[config.mk]
export PLATFORM = sky130hd
export DESIGN_NAME = sum_accumulator
export DESIGN_NICKNAME = d
export VERILOG_FILES = /design/src/rtl/sum_acc_pkg.sv /design/src/rtl/sum_accumulator_sample_counter.sv /design/src/rtl/sum_accumulator.sv
export SDC_FILE = /design/constraint.sdc
export NUM_CORES = 1
export LEC_CHECK = 0
export ABC_AREA = 0
export CAP_MARGIN = 20
export CORE_MARGIN = 2
export CORE_UTILIZATION = 45
export DETAILED_ROUTE_END_ITERATION = 8
export GPL_ROUTABILITY_DRIVEN = 0
export GPL_TIMING_DRIVEN = 0
export PLACE_DENSITY = 0.73
export SETUP_SLACK_MARGIN = 0.02
export SLEW_MARGIN = 20
export SYNTH_ARGS = -nofsm -noshare
export SYNTH_HDL_FRONTEND = slang
export SYNTH_SLANG_ARGS = --single-unit
export TNS_END_PERCENT = 5
[constraint.sdc]
create_clock -name Clk -period 3 [get_ports Clk]
set_input_delay 0.3 -clock Clk [delete_from_list [all_inputs] [get_ports Clk]]
set_output_delay 0.3 -clock Clk [all_outputs]
set_load 0.01 [all_outputs]
[src/rtl/sum_acc_pkg.sv]
// rtl/sum_acc_pkg.sv - shared state encoding, default sizes and width formulas for sum_accumulator
package sum_acc_pkg;

    localparam logic [1:0] ST_IDLE  = 2'd0;
    localparam logic [1:0] ST_ACCUM = 2'd1;
    localparam logic [1:0] ST_DONE  = 2'd2;

    localparam int DEF_DATA_W = 4;
    localparam int DEF_BATCH  = 8;

    typedef enum logic [1:0] {
        S_IDLE  = ST_IDLE,
        S_ACCUM = ST_ACCUM,
        S_DONE  = ST_DONE
    } state_t;

    // Room for the carry bit plus log2(BATCH) bits of growth, so the total never wraps.
    function automatic int acc_width(input int data_w, input int batch);
        return data_w + 1 + $clog2(batch);
    endfunction

    function automatic int cnt_width(input int batch);
        return $clog2(batch) + 1;
    endfunction

endpackage

[src/rtl/sum_accumulator_sample_counter.sv]
// rtl/sum_accumulator_sample_counter.sv - clearable, enabled up-counter with a BATCH-1 terminal flag
module sample_counter
    import sum_acc_pkg::*;
#(
    parameter int CNT_W = cnt_width(DEF_BATCH),
    parameter int BATCH = DEF_BATCH
) (
    input  logic             Clk,
    input  logic             Reset,
    input  logic             Clear,
    input  logic             En,
    output logic [CNT_W-1:0] Count,
    output logic             Terminal
);

    always_ff @(posedge Clk) begin
        if (Reset || Clear) begin
            Count <= '0;
        end else if (En) begin
            Count <= Count + CNT_W'(1);
        end
    end

    assign Terminal = (Count == CNT_W'(BATCH - 1));

endmodule

[src/rtl/sum_accumulator.sv]
// rtl/sum_accumulator.sv - batch accumulator of adder results with Done/Ack handshake
// Optional overflow-sample counter built when SUM_ACCUMULATOR_OVF_CNT_EN is defined.
module sum_accumulator
    import sum_acc_pkg::*;
#(
    parameter  int DATA_W = DEF_DATA_W,
    parameter  int BATCH  = DEF_BATCH,
    localparam int ACC_W  = acc_width(DATA_W, BATCH),
    localparam int CNT_W  = cnt_width(BATCH)
) (
    input  logic              Clk,
    input  logic              Reset,
    input  logic              Start,
    input  logic              In_Valid,
    input  logic [DATA_W-1:0] Sum,
    input  logic              Overflow,
    input  logic              Ack,
    output logic              Busy,
    output logic              Done,
    output logic [ACC_W-1:0]  Acc,
    output logic [CNT_W-1:0]  Ovf_Count
);

    state_t           state;
    state_t           state_nxt;
    logic             batch_clear;
    logic             accept;
    logic             batch_last;
    logic [CNT_W-1:0] batch_count_unused;

    assign batch_clear = (state == S_IDLE) && Start;
    assign accept      = (state == S_ACCUM) && In_Valid;

    sample_counter #(
        .CNT_W (CNT_W),
        .BATCH (BATCH)
    ) u_batch_cnt (
        .Clk      (Clk),
        .Reset    (Reset),
        .Clear    (batch_clear),
        .En       (accept),
        .Count    (batch_count_unused),
        .Terminal (batch_last)
    );

    always_ff @(posedge Clk) begin
        if (Reset) begin
            state <= S_IDLE;
        end else begin
            state <= state_nxt;
        end
    end

    always_comb begin
        state_nxt = state;
        Busy      = 1'b0;
        Done      = 1'b0;
        case (state)
            S_IDLE: begin
                if (Start) begin
                    state_nxt = S_ACCUM;
                end
            end
            S_ACCUM: begin
                Busy = 1'b1;
                if (accept && batch_last) begin
                    state_nxt = S_DONE;
                end
            end
            S_DONE: begin
                Done = 1'b1;
                if (Ack) begin
                    state_nxt = S_IDLE;
                end
            end
            default: state_nxt = S_IDLE;
        endcase
    end

    // The carry-out is the top bit of the addend, so each sample is worth up to 2^(DATA_W+1)-2.
    always_ff @(posedge Clk) begin
        if (Reset || batch_clear) begin
            Acc <= '0;
        end else if (accept) begin
            Acc <= Acc + ACC_W'({Overflow, Sum});
        end
    end

`ifdef SUM_ACCUMULATOR_OVF_CNT_EN
    logic ovf_term_unused;

    sample_counter #(
        .CNT_W (CNT_W),
        .BATCH (BATCH)
    ) u_ovf_cnt (
        .Clk      (Clk),
        .Reset    (Reset),
        .Clear    (batch_clear),
        .En       (accept && Overflow),
        .Count    (Ovf_Count),
        .Terminal (ovf_term_unused)
    );
`else
    assign Ovf_Count = '0;
`endif

endmodule
## After elaboration in Yosys (flattened, before gate mapping)

Index checks and enable logic that the tools add are counted.
W data, S select, Z words.

| word-level totals | value |
|---|---|
| output and inout port bits | 14 |
| flip-flop bits (word level) | 14 |
| logic and storage cells | 23 |

| operators by class | value |
|---|---|
| add/subtract/negate cells | 2 |
| mux-type cells | 6 |
| reduce and logical (&&, ||, !) cells | 6 |
| equality and inequality tests | 6 |

Operators by type and width:

| kind | number |
|---|---|
| $add A8 B5 Y8 | 1 |
| $mux W2 | 3 |
| $pmux W2 S3 | 1 |
| $add A4 B1 Y4 const B | 1 |
| $eq A4 B3 Y1 const B | 1 |
| $ne A2 B2 Y1 const B | 2 |
| $logic_and A1 B1 Y1 | 3 |
| $reduce_and A3 Y1 | 1 |
| $eq A2 B1 Y1 const B | 1 |
| $eq A2 B2 Y1 const B | 1 |
| $logic_not A2 Y1 | 1 |
| $mux W1 | 2 |
| $ne A2 B1 Y1 const B | 1 |
| $logic_or A1 B1 Y1 | 1 |

## Longest topological paths before layout

Gate-level depths: netlist of the first run.

| logic depth | value |
|---|---|
| word-level depth | 5 |
| mapped depth | 8 |
| gate-level depth less buffers | 8 |

## Modules after synthesis

Synthesis of the first run repeated with hierarchy kept, for this count alone.

| second synthesis, totals | value |
|---|---|
| cells, all modules | 94 |
| area, all modules | 824.5 um^2 |

Modules (own cells, without submodules):

| module | cells an instance | times used | seq. area each (um^2) | area each (um^2) |
|---|---|---|---|---|
| sum_accumulator | 75 | 1 | 200.2 | 639.4 |
| sample_counter | 19 | 1 | 80.1 | 185.2 |

## Worst setup path after synthesis of the first run

No wires, ideal clock.

| timing path | value |
|---|---|
| path type | reg-to-reg |
| start point | register Acc[0] |
| end point | register Acc[6] |
| cell stages (with the launch flop) | 9 |
| data arrival time | 1.572 ns |
| library setup time | 0.128 ns |
| path slack | 1.300 ns |
| buffers on the path | 0 |
| cells stage by stage | dfxtp_1 -> ha_1 -> inv_1 -> fa_1 -> nand2b_1 -> a21oi_1 -> o211ai_1 -> xor2_1 -> nor2_1 |

| between the ends | value |
|---|---|
| word-level cells in the longest chain between the ends | 1 |

RTL lines:

| what | RTL line | source |
|---|---|---|
| from (decl) | sum_accumulator.sv:20 | `output logic [ACC_W-1:0] Acc,` |
| from (signal assigned) | sum_accumulator.sv:85 | `Acc <= Acc + ACC_W'({Overflow, Sum});` |
| $add A8 B5 Y8 | sum_accumulator.sv:85 |  |

No other way between the ends.
A chain may end at the register's enable or synchronous reset.

## Worst setup path in the final report of the first run

| timing path | value |
|---|---|
| start point | input port Sum[0] |
| end point | register Acc[6] |

| between the ends | value |
|---|---|
| word-level cells in the longest chain between the ends | 1 |

RTL lines:

| what | RTL line | source |
|---|---|---|
| from (decl) | sum_accumulator.sv:15 | `input logic [DATA_W-1:0] Sum,` |
| $add A8 B5 Y8 | sum_accumulator.sv:85 |  |

No other way between the ends.

==> results.ini, run 1 <==
[status]
status=complete, no violations

[global_routing]
grtUsageTotal_pct=16.2
grt_pass1_wl_mm=2.49
grt_max_degree=11
grt-ovfl-total=0
antenna_found_initial=0
grt_pass1_vias=607

[floorplanning]
num_rows=15
die_y_um=46.2
dieArea_um2=2130
die_w_um=46.2
pin_count=24
start_util_pct=46.9
core_um2=1710

[power]
switchingPower_mw=0.0901
p_leak_nw=0.434
p_seq_share_pct=53.7
p_int_mw=0.271
pwr-share-comb_pct=17.9
swShare_pct=25.0
clockPowerShare_pct=28.4
p_per_area_nw_per_um2=342
ir_drop_v=0.000170

[drt]
drc_errors=0
ant_nets=0
routedWlPerCell_um=10.2
first_pass_iters=5
num_vias=696
drt_iter0_drc=13
wirelength_mm=1.48
drt-vias-per-instance=4.80

[finish]
drive_above_1_share_pct=11.7
multiInputGateArea_um2=472
fin_nets=139
final_cell_mix=clkdlybuf4s50_1 (19), nor2_1 (18), dfxtp_1 (14)
stdcell_count=145
layout_commonest_cell=clkdlybuf4s50_1
seq_area_um2=280
postLayoutCoreUtil_pct=61.8
diodes=0
fillers=145
syn_to_final_growth_pct=31.9

[clock_tree]
cts_tree=built
htree_levels=1
clk_pin_slew_ps=80
cts.repair.resized=0
clkSinkCount=14
clock_latency_ps=270
cts_root_buffer=clkbuf_4
cts-buffers-inserted=3
clockBufferDepth=2
ctsHoldBuffers=0
cts_setup_buffers=0

[timing]
fin_ws_ps=1090
fin_crit_sh_pct=63.8
period_needed_ps=1910
skew_ps=0.815
hold_viol=0
rsz0062_at_grt=false
setup_tns_ps=0
setup_violations=0
drv_slew=0
fmax_ghz=0.522

[placement]
port_buffers=19
placed_cells=142
dp_hpwl_mm=1.17
pre_cts_ws_ps=815

[critical_path]
path_cells=clkdlybuf4s50_1 > ha_1 > inv_1 > fa_1 > nand2b_1 > a21oi_1 > o211ai_1 > xor2_1 > nor2_1
cp_max_fo=3
crit_arrival_ps=2060
cp-start-kind=input pin
cpMaxStageDelayCell=clkdlybuf4s50_1
r2r_cells=8
cp_slowest_stage_delay_ps=460
critPathKind=input pin to register
cp-end-kind=register
worst_ep_required_time_ps=3150

[synthesis]
synth.area.top_cells=dfxtp_1 (35%), ha_1 (9.4%), nor2_1 (8.4%)
avgSynthCellArea_um2=8.43
yosysSeqAreaShare_pct=35.0
synth_cells=95
synth-seq-cells=14
syn_area_um2=801
yosys.area.top_type_share_pct=35.0
yosysTopAreaCell=dfxtp_1
yosysUniqueCellTypes=30
yosysWarnings=0

[min_path]
min_path_cells=2
hp-class=register to register

[job]
drv_cap=0

-- per-layer routing --
| metal | track usage (%) | up-vias | part of all wire [%] |
|---|---|---|---|
| met1 | 20.2 | 316 | 46 |
| met5 | 0 | - | 0 |
| met2 | 26.7 | 16 | 49 |
| li1 | - | 364 | - |
| met4 | 5.14 | 0 | 0 |
| met3 | 4.71 | 0 | 4.5 |
-- synthesized netlist by cell type --
| library cell | count |
|---|---|
| nor2_1 | 18 |
| dfxtp_1 | 14 |
| nand2_1 | 8 |
| a21oi_1 | 6 |
| ha_1 | 6 |
| xor2_1 | 6 |
| o21ai_0 | 5 |
| buf_4 | 4 |
| inv_1 | 4 |
| a211oi_1 | 2 |
| nand2b_1 | 2 |
| nand4_1 | 2 |
| a21o_1 | 1 |
| a22oi_1 | 1 |
| a32oi_1 | 1 |
| and2_4 | 1 |
| and2b_2 | 1 |
| buf_6 | 1 |
| clkbuf_1 | 1 |
| conb_1 | 1 |
| fa_1 | 1 |
| nand3_1 | 1 |
| nand3b_2 | 1 |
| nand4_2 | 1 |
| nor2_2 | 1 |
| nor2b_1 | 1 |
| nor2b_4 | 1 |
| nor3_1 | 1 |
| o211ai_1 | 1 |
| o21bai_1 | 1 |
-- cell families after synthesis --
| group | share of synthesized area (%) |
|---|---|
| other | 0.468 |
| buffers and inverters | 7.50 |
| AOI/OAI and AO/OA | 13.6 |
| and+or+nand+nor | 25.0 |
| adders and majority gates | 11.9 |
| xor gates and xnor gates | 6.56 |
| DFF | 35.0 |
-- power groups by stage --
stage	sequential [mW]	combinational [mW]	clock, mW
after floorplan	0.199	0.0379	0
after global placement	0.198	0.0636	0
after detailed placement	0.198	0.0642	0
after CTS	0.194	0.0649	0.108
after global routing	0.195	0.0723	0.115
final	0.194	0.0644	0.103
-- metrics by stage --
stage / cell area (um2) / hold WS (ps) / power [mW]
after floorplan: 812 / 372 / 0.236
after global placement: 1030 / 463 / 0.262
after detailed placement: 1030 / 468 / 0.262
after CTS: 1060 / 485 / 0.366
after global routing: 1060 / 510 / 0.382
final: 1060 / 481 / 0.361
-- worst max-delay path, delay by kind of cell --
family	cells	cell delay (ps)
buf+inv	2	520
compound gates	2	320
fa+ha+maj	2	550
simple gates	2	250
xor+xnor	1	140
-- final timing paths --
check	to	start	slack (ps)
worst max-delay path	Acc[6]	Sum[0]	1090
worst min-delay path	Acc[4]	Acc[4]	480
worst max register to register	Acc[6]	Acc[0]	1200
worst min register to register	Acc[4]	Acc[4]	480
-- cell type report --
| cell class | instances | area share, % |
|---|---|---|
| tap | 25 | 2.96 |
| sequential | 14 | 26.5 |
| inverter | 4 | 1.42 |
| timing repair buffer | 19 | 18.0 |
| buffer | 6 | 4.27 |
| clock buffer | 3 | 2.13 |
| multi-input combinational | 74 | 44.7 |
-- sequential cells by signal, summed over array words and instances (netlist names) --
signal             cells
Acc                    8
state                  2
u_batch_cnt.Count      4
Power figures use the tool's default switching activity.
==> run 2: changes to the inputs <==
==> constraint.sdc (replaced) <==
create_clock -name Clk -period 1.9 [get_ports Clk]
set_input_delay 0.19 -clock Clk [delete_from_list [all_inputs] [get_ports Clk]]
set_output_delay 0.19 -clock Clk [all_outputs]
set_load 0.01 [all_outputs]
==> results.ini, run 2 (synthesis results as in run 1) <==
[status]
status=complete, no violations

[min_path]
hold_path_startpoint=Acc[4]
hp-class=register to register

[timing]
drv_slew=0  ; unchanged
fin_crit_sh_pct=91.3
fmax_ghz=0.577
hold_slack_ps=482  ; +1.51 ps
rsz0062_at_grt=false
skew_ps=2.96  ; +2.14 ps
period_needed_ps=1730
setup_violations=0  ; unchanged
hold_viol=0  ; unchanged
setup_tns_ps=0  ; unchanged

[drt]
ant_nets=0  ; unchanged
drt_iter0_drc=12  ; -1
drc_errors=0  ; unchanged
routedWlPerCell_um=10.9  ; +6.5%
num_vias=720  ; +3.4%
first_pass_iters=5  ; unchanged
drt-vias-per-instance=4.97  ; +3.4%
wirelength_mm=1.58  ; +6.5%

[global_routing]
grt_pass1_vias=607  ; unchanged
grt_pass1_wl_mm=2.49  ; unchanged
antenna_found_initial=0  ; unchanged
grt_max_degree=11  ; unchanged
grtUsageTotal_pct=16.2  ; unchanged
grt-ovfl-total=0  ; unchanged

[clock_tree]
cts-buffers-inserted=3  ; unchanged
clk_pin_slew_ps=80  ; about the same
cts_root_buffer=clkbuf_4
cts_setup_buffers=0  ; unchanged
cts_tree=built
clock_latency_ps=270  ; about the same
clockBufferDepth=2  ; unchanged
htree_levels=1  ; unchanged
clkSinkCount=14  ; unchanged

[critical_path]
cp-startpoint=Acc[0]
cp-end-kind=register
cp_max_fo=3  ; unchanged
worst_ep_required_time_ps=2050  ; -1100 ps
critPathKind=register to register
crit_arrival_ps=1880  ; -180 ps
timing.rr.start=Acc[0]
cp-start-kind=register

[finish]
fin_nets=139  ; unchanged
syn_to_final_growth_pct=33.3
drive_above_1_share_pct=13.3  ; +1.7 points
layout_commonest_cell=clkdlybuf4s50_1
fillers=145  ; unchanged
diodes=0  ; unchanged
final_cell_mix=clkdlybuf4s50_1 (19), nor2_1 (18), dfxtp_1 (14)
largest_reg_flops=8  ; unchanged
multiInputGateArea_um2=483  ; +2.4%
largest_registers=Acc x8, u_batch_cnt.Count x4, state x2
seq_area_um2=280  ; unchanged
largest-register=Acc
stdcell_count=145  ; unchanged

[job]
drv_cap=0  ; unchanged

[placement]
placed_cells=142  ; unchanged
dp_hpwl_mm=1.17  ; unchanged
port_buffers=19  ; unchanged

[floorplanning]
pin_count=24  ; unchanged
start_util_pct=46.9  ; unchanged
num_rows=15  ; unchanged
die_w_um=46.2  ; unchanged
core_um2=1710  ; unchanged
dieArea_um2=2130  ; unchanged
die_y_um=46.2  ; unchanged

[power]
totalPowerFinal_mw=0.574  ; +59%
p_leak_nw=0.444  ; +2.3%
p_per_area_nw_per_um2=538  ; +57%
ir_drop_v=0.000271  ; +59%

run 2: cell type report:
class                      count  area share (%)
clock buffer                   3            2.11
buffer                         6            4.22
multi-input combinational     74            45.3
tap                           25            2.93
inverter                       4            1.41
timing repair buffer          19            17.8
sequential                    14            26.3
run 2: metrics by stage:
stage / area [um2] / util, % / setup WS (ps)
3_3_place_gp: 1030 / 60.5 / -156
6_report: 1070 / 62.5 / 166
4_1_cts: 1060 / 61.8 / 112
2_1_floorplan: 812 / - / 200
3_5_place_dp: 1030 / 60.5 / -175
5_1_grt: 1070 / 62.5 / 73.2
run 2: power by group:
part / switching (mW) / leakage (nW) / internal [mW]
clock: 0.0896 / 0.0138 / 0.0733
combinational: 0.0495 / 0.317 / 0.0558
sequential: 0.00657 / 0.113 / 0.299
total: 0.146 / 0.444 / 0.429
run 2: critical path, stage by stage (launching register included):
cell and delay, ps:
dfxtp_1 370, ha_1 190, inv_1 60, fa_1 380
nand2b_4 170, a21oi_2 150, o211ai_1 110, xor2_1 140
nor2_1 50
run 2: layer usage:
| metal | up-vias | routed length (um) | track usage, % |
|---|---|---|---|
| met4 | 0 | 19 | 5.14 |
| met2 | 29 | 775 | 26.7 |
| li1 | 365 | - | - |
| met5 | - | 0 | 0 |
| met3 | 4 | 88 | 4.71 |
| met1 | 322 | 694 | 20.2 |
run 2: path summary, 6_finish.rpt:
kind / to / slack, ps / depth (start not counted)
worst min register to register: Acc[4] / 480 / 2
worst max register to register: Acc[6] / 170 / 8
worst max-delay path: Acc[6] / 170 / 8
worst min-delay path: Acc[4] / 480 / 2
run 2: what timing repair did:
item	CTS	global route
hold buffers	0	0
setup endpoints to repair	0	1
endpoints found under the hold margin	0	0
gates resized for setup	0	2
==> run 3: changes to the inputs <==
--- a/config.mk
+++ b/config.mk
@@ -9,6 +9,7 @@
 export CAP_MARGIN = 20
 export CORE_MARGIN = 2
 export CORE_UTILIZATION = 45
+export CTS_BUF_LIST = sky130_fd_sc_hd__clkbuf_8
 export DETAILED_ROUTE_END_ITERATION = 8
 export GPL_ROUTABILITY_DRIVEN = 0
 export GPL_TIMING_DRIVEN = 0
==> results.ini, run 3 (synthesis results as in run 1) <==
[floorplanning]
start_util_pct=46.9  ; unchanged
pin_count=24  ; unchanged
die_w_um=46.2  ; unchanged
num_rows=15  ; unchanged
core_um2=1710  ; unchanged
die_y_um=46.2  ; unchanged
dieArea_um2=2130  ; unchanged

[finish]
fin_nets=139  ; unchanged
final_cell_mix=clkdlybuf4s50_1 (19), nor2_1 (18), dfxtp_1 (14)
syn_to_final_growth_pct=35.6
diodes=0  ; unchanged
largest-register=Acc
seq_area_um2=280  ; unchanged
largest_reg_flops=8  ; unchanged
multiInputGateArea_um2=483  ; unchanged
layout_commonest_cell=clkdlybuf4s50_1
largest_registers=Acc x8, u_batch_cnt.Count x4, state x2
fillers=144  ; -0.69%
drive_above_1_share_pct=13.3  ; unchanged

[drt]
ant_nets=0  ; unchanged
routedWlPerCell_um=11.0  ; +1.5%
drt_iter0_drc=13  ; +1
first_pass_iters=6  ; +1
num_vias=718  ; -0.28%
drt-vias-per-instance=4.95  ; -0.28%
wirelength_mm=1.60  ; +1.5%
drc_errors=0  ; unchanged

[job]
drv_cap=0  ; unchanged

[critical_path]
rrSetupSlack_ps=170  ; about the same
r2r_cells=8  ; unchanged
crit_family=adder cells
cp_max_fo=3  ; unchanged
cpMaxStageDelayCell=clkdlybuf4s50_1
path_buf_inv=2  ; +1
path_cells=clkdlybuf4s50_1 > ha_1 > inv_1 > fa_1 > nand2b_4 > a21oi_2 > o211ai_1 > xor2_1 > nor2_1
crit_arrival_ps=1890  ; about the same
cp-end-kind=register
worst_ep_required_time_ps=2020  ; -30 ps
timing.rr.start=Acc[0]
cp_slowest_stage_delay_ps=470  ; +90 ps
cp-start-kind=input pin
r2r_end=Acc[6]
critPathKind=input pin to register

[min_path]
hold_path_startpoint=Acc[4]
min_path_cells=2  ; unchanged
hp-class=register to register
hold_end=Acc[4]

[global_routing]
grtUsageTotal_pct=16.5  ; +0.24 points
grt_pass1_wl_mm=2.51  ; +0.84%
grt-ovfl-total=0  ; unchanged
antenna_found_initial=0  ; unchanged
grt_pass1_vias=615  ; +1.3%
grt_max_degree=11  ; unchanged

[power]
totalPowerFinal_mw=0.649  ; +13%
p_leak_nw=0.452  ; +1.7%
ir_drop_v=0.000401  ; +48%
p_per_area_nw_per_um2=597  ; +11%

[clock_tree]
cts-buffers-inserted=3  ; unchanged
cts_tree=built
clock_latency_ps=240  ; -30 ps
cts_root_buffer=clkbuf_8
cts_setup_buffers=0  ; unchanged
clkSinkCount=14  ; unchanged
clk_pin_slew_ps=50  ; -30 ps
clockBufferDepth=2  ; unchanged
htree_levels=1  ; unchanged

[placement]
dp_hpwl_mm=1.17  ; unchanged
port_buffers=19  ; unchanged

[timing]
setup_tns_ps=0  ; unchanged
fmax_ghz=0.564  ; -2.2%
rsz0062_at_grt=false
setup_violations=0  ; unchanged
fin_crit_sh_pct=93.3  ; +2.1 points
hold_viol=0  ; unchanged
period_needed_ps=1770  ; +39.4 ps
skew_ps=1.63  ; -1.33 ps
drv_slew=0  ; unchanged

[status]
status=complete, no violations

run 3: final cells by class:
class                   count  share of cell area, %
inverters                   4                   1.38
plain buffers               6                   4.15
well taps                  25                   2.88
clock buffers               3                   3.80
flip-flops and latches     14                   25.8
repair buffers             19                   17.5
multi-input cells          74                   44.5
run 3: worst min-delay path, delay by kind of cell, from the launching register on:
family             cells  cell delay, ps
DFF                    1             320
AOI/OAI and AO/OA      1              50
and+or+nand+nor        1              60
run 3: routing by layer:
layer	wire [um]	part of all wire, %	track usage (%)
met1	711	44	19.7
met2	777	49	27.2
met3	81	5.1	4.71
met4	30	1.9	6.86
met5	0	0	0
run 3: worst max-delay path by stage:
| stage | from | endpoint | cells after the start |
|---|---|---|---|
| 6_report | Sum[0] | Acc[6] | 9 |
| 5_1_grt | Sum[1] | Acc[7] | 7 |
| 4_1_cts | Sum[0] | Acc[6] | 9 |
| 3_5_place_dp | Sum[0] | Acc[6] | 9 |
| 3_3_place_gp | Sum[0] | Acc[6] | 9 |
| 2_1_floorplan | Acc[0] | Acc[6] | 8 |
run 3: repair_timing:
action	4_1_cts	5_1_grt
resized for setup	0	2
endpoints found under the hold margin	0	0
hold buffers	0	0
endpoints found under the setup margin	0	1
run 3: report_power, final:
group / internal [mW] / switching [mW] / total [mW]
Clock: 0.140 / 0.0967 / 0.237
Combinational: 0.0558 / 0.0495 / 0.105
Sequential: 0.300 / 0.00661 / 0.307
run 3: stage by stage:
step	cells	util, %	hold WS, ps	worst slack, ps	instance area [um2]
global placement	142	60.5	463	-156	1030
floorplan	98	-	262	200	812
finish	145	63.6	478	126	1090
detailed placement	142	60.5	468	-175	1030
global route	145	63.6	505	24.3	1090
CTS	145	62.9	481	68.7	1070
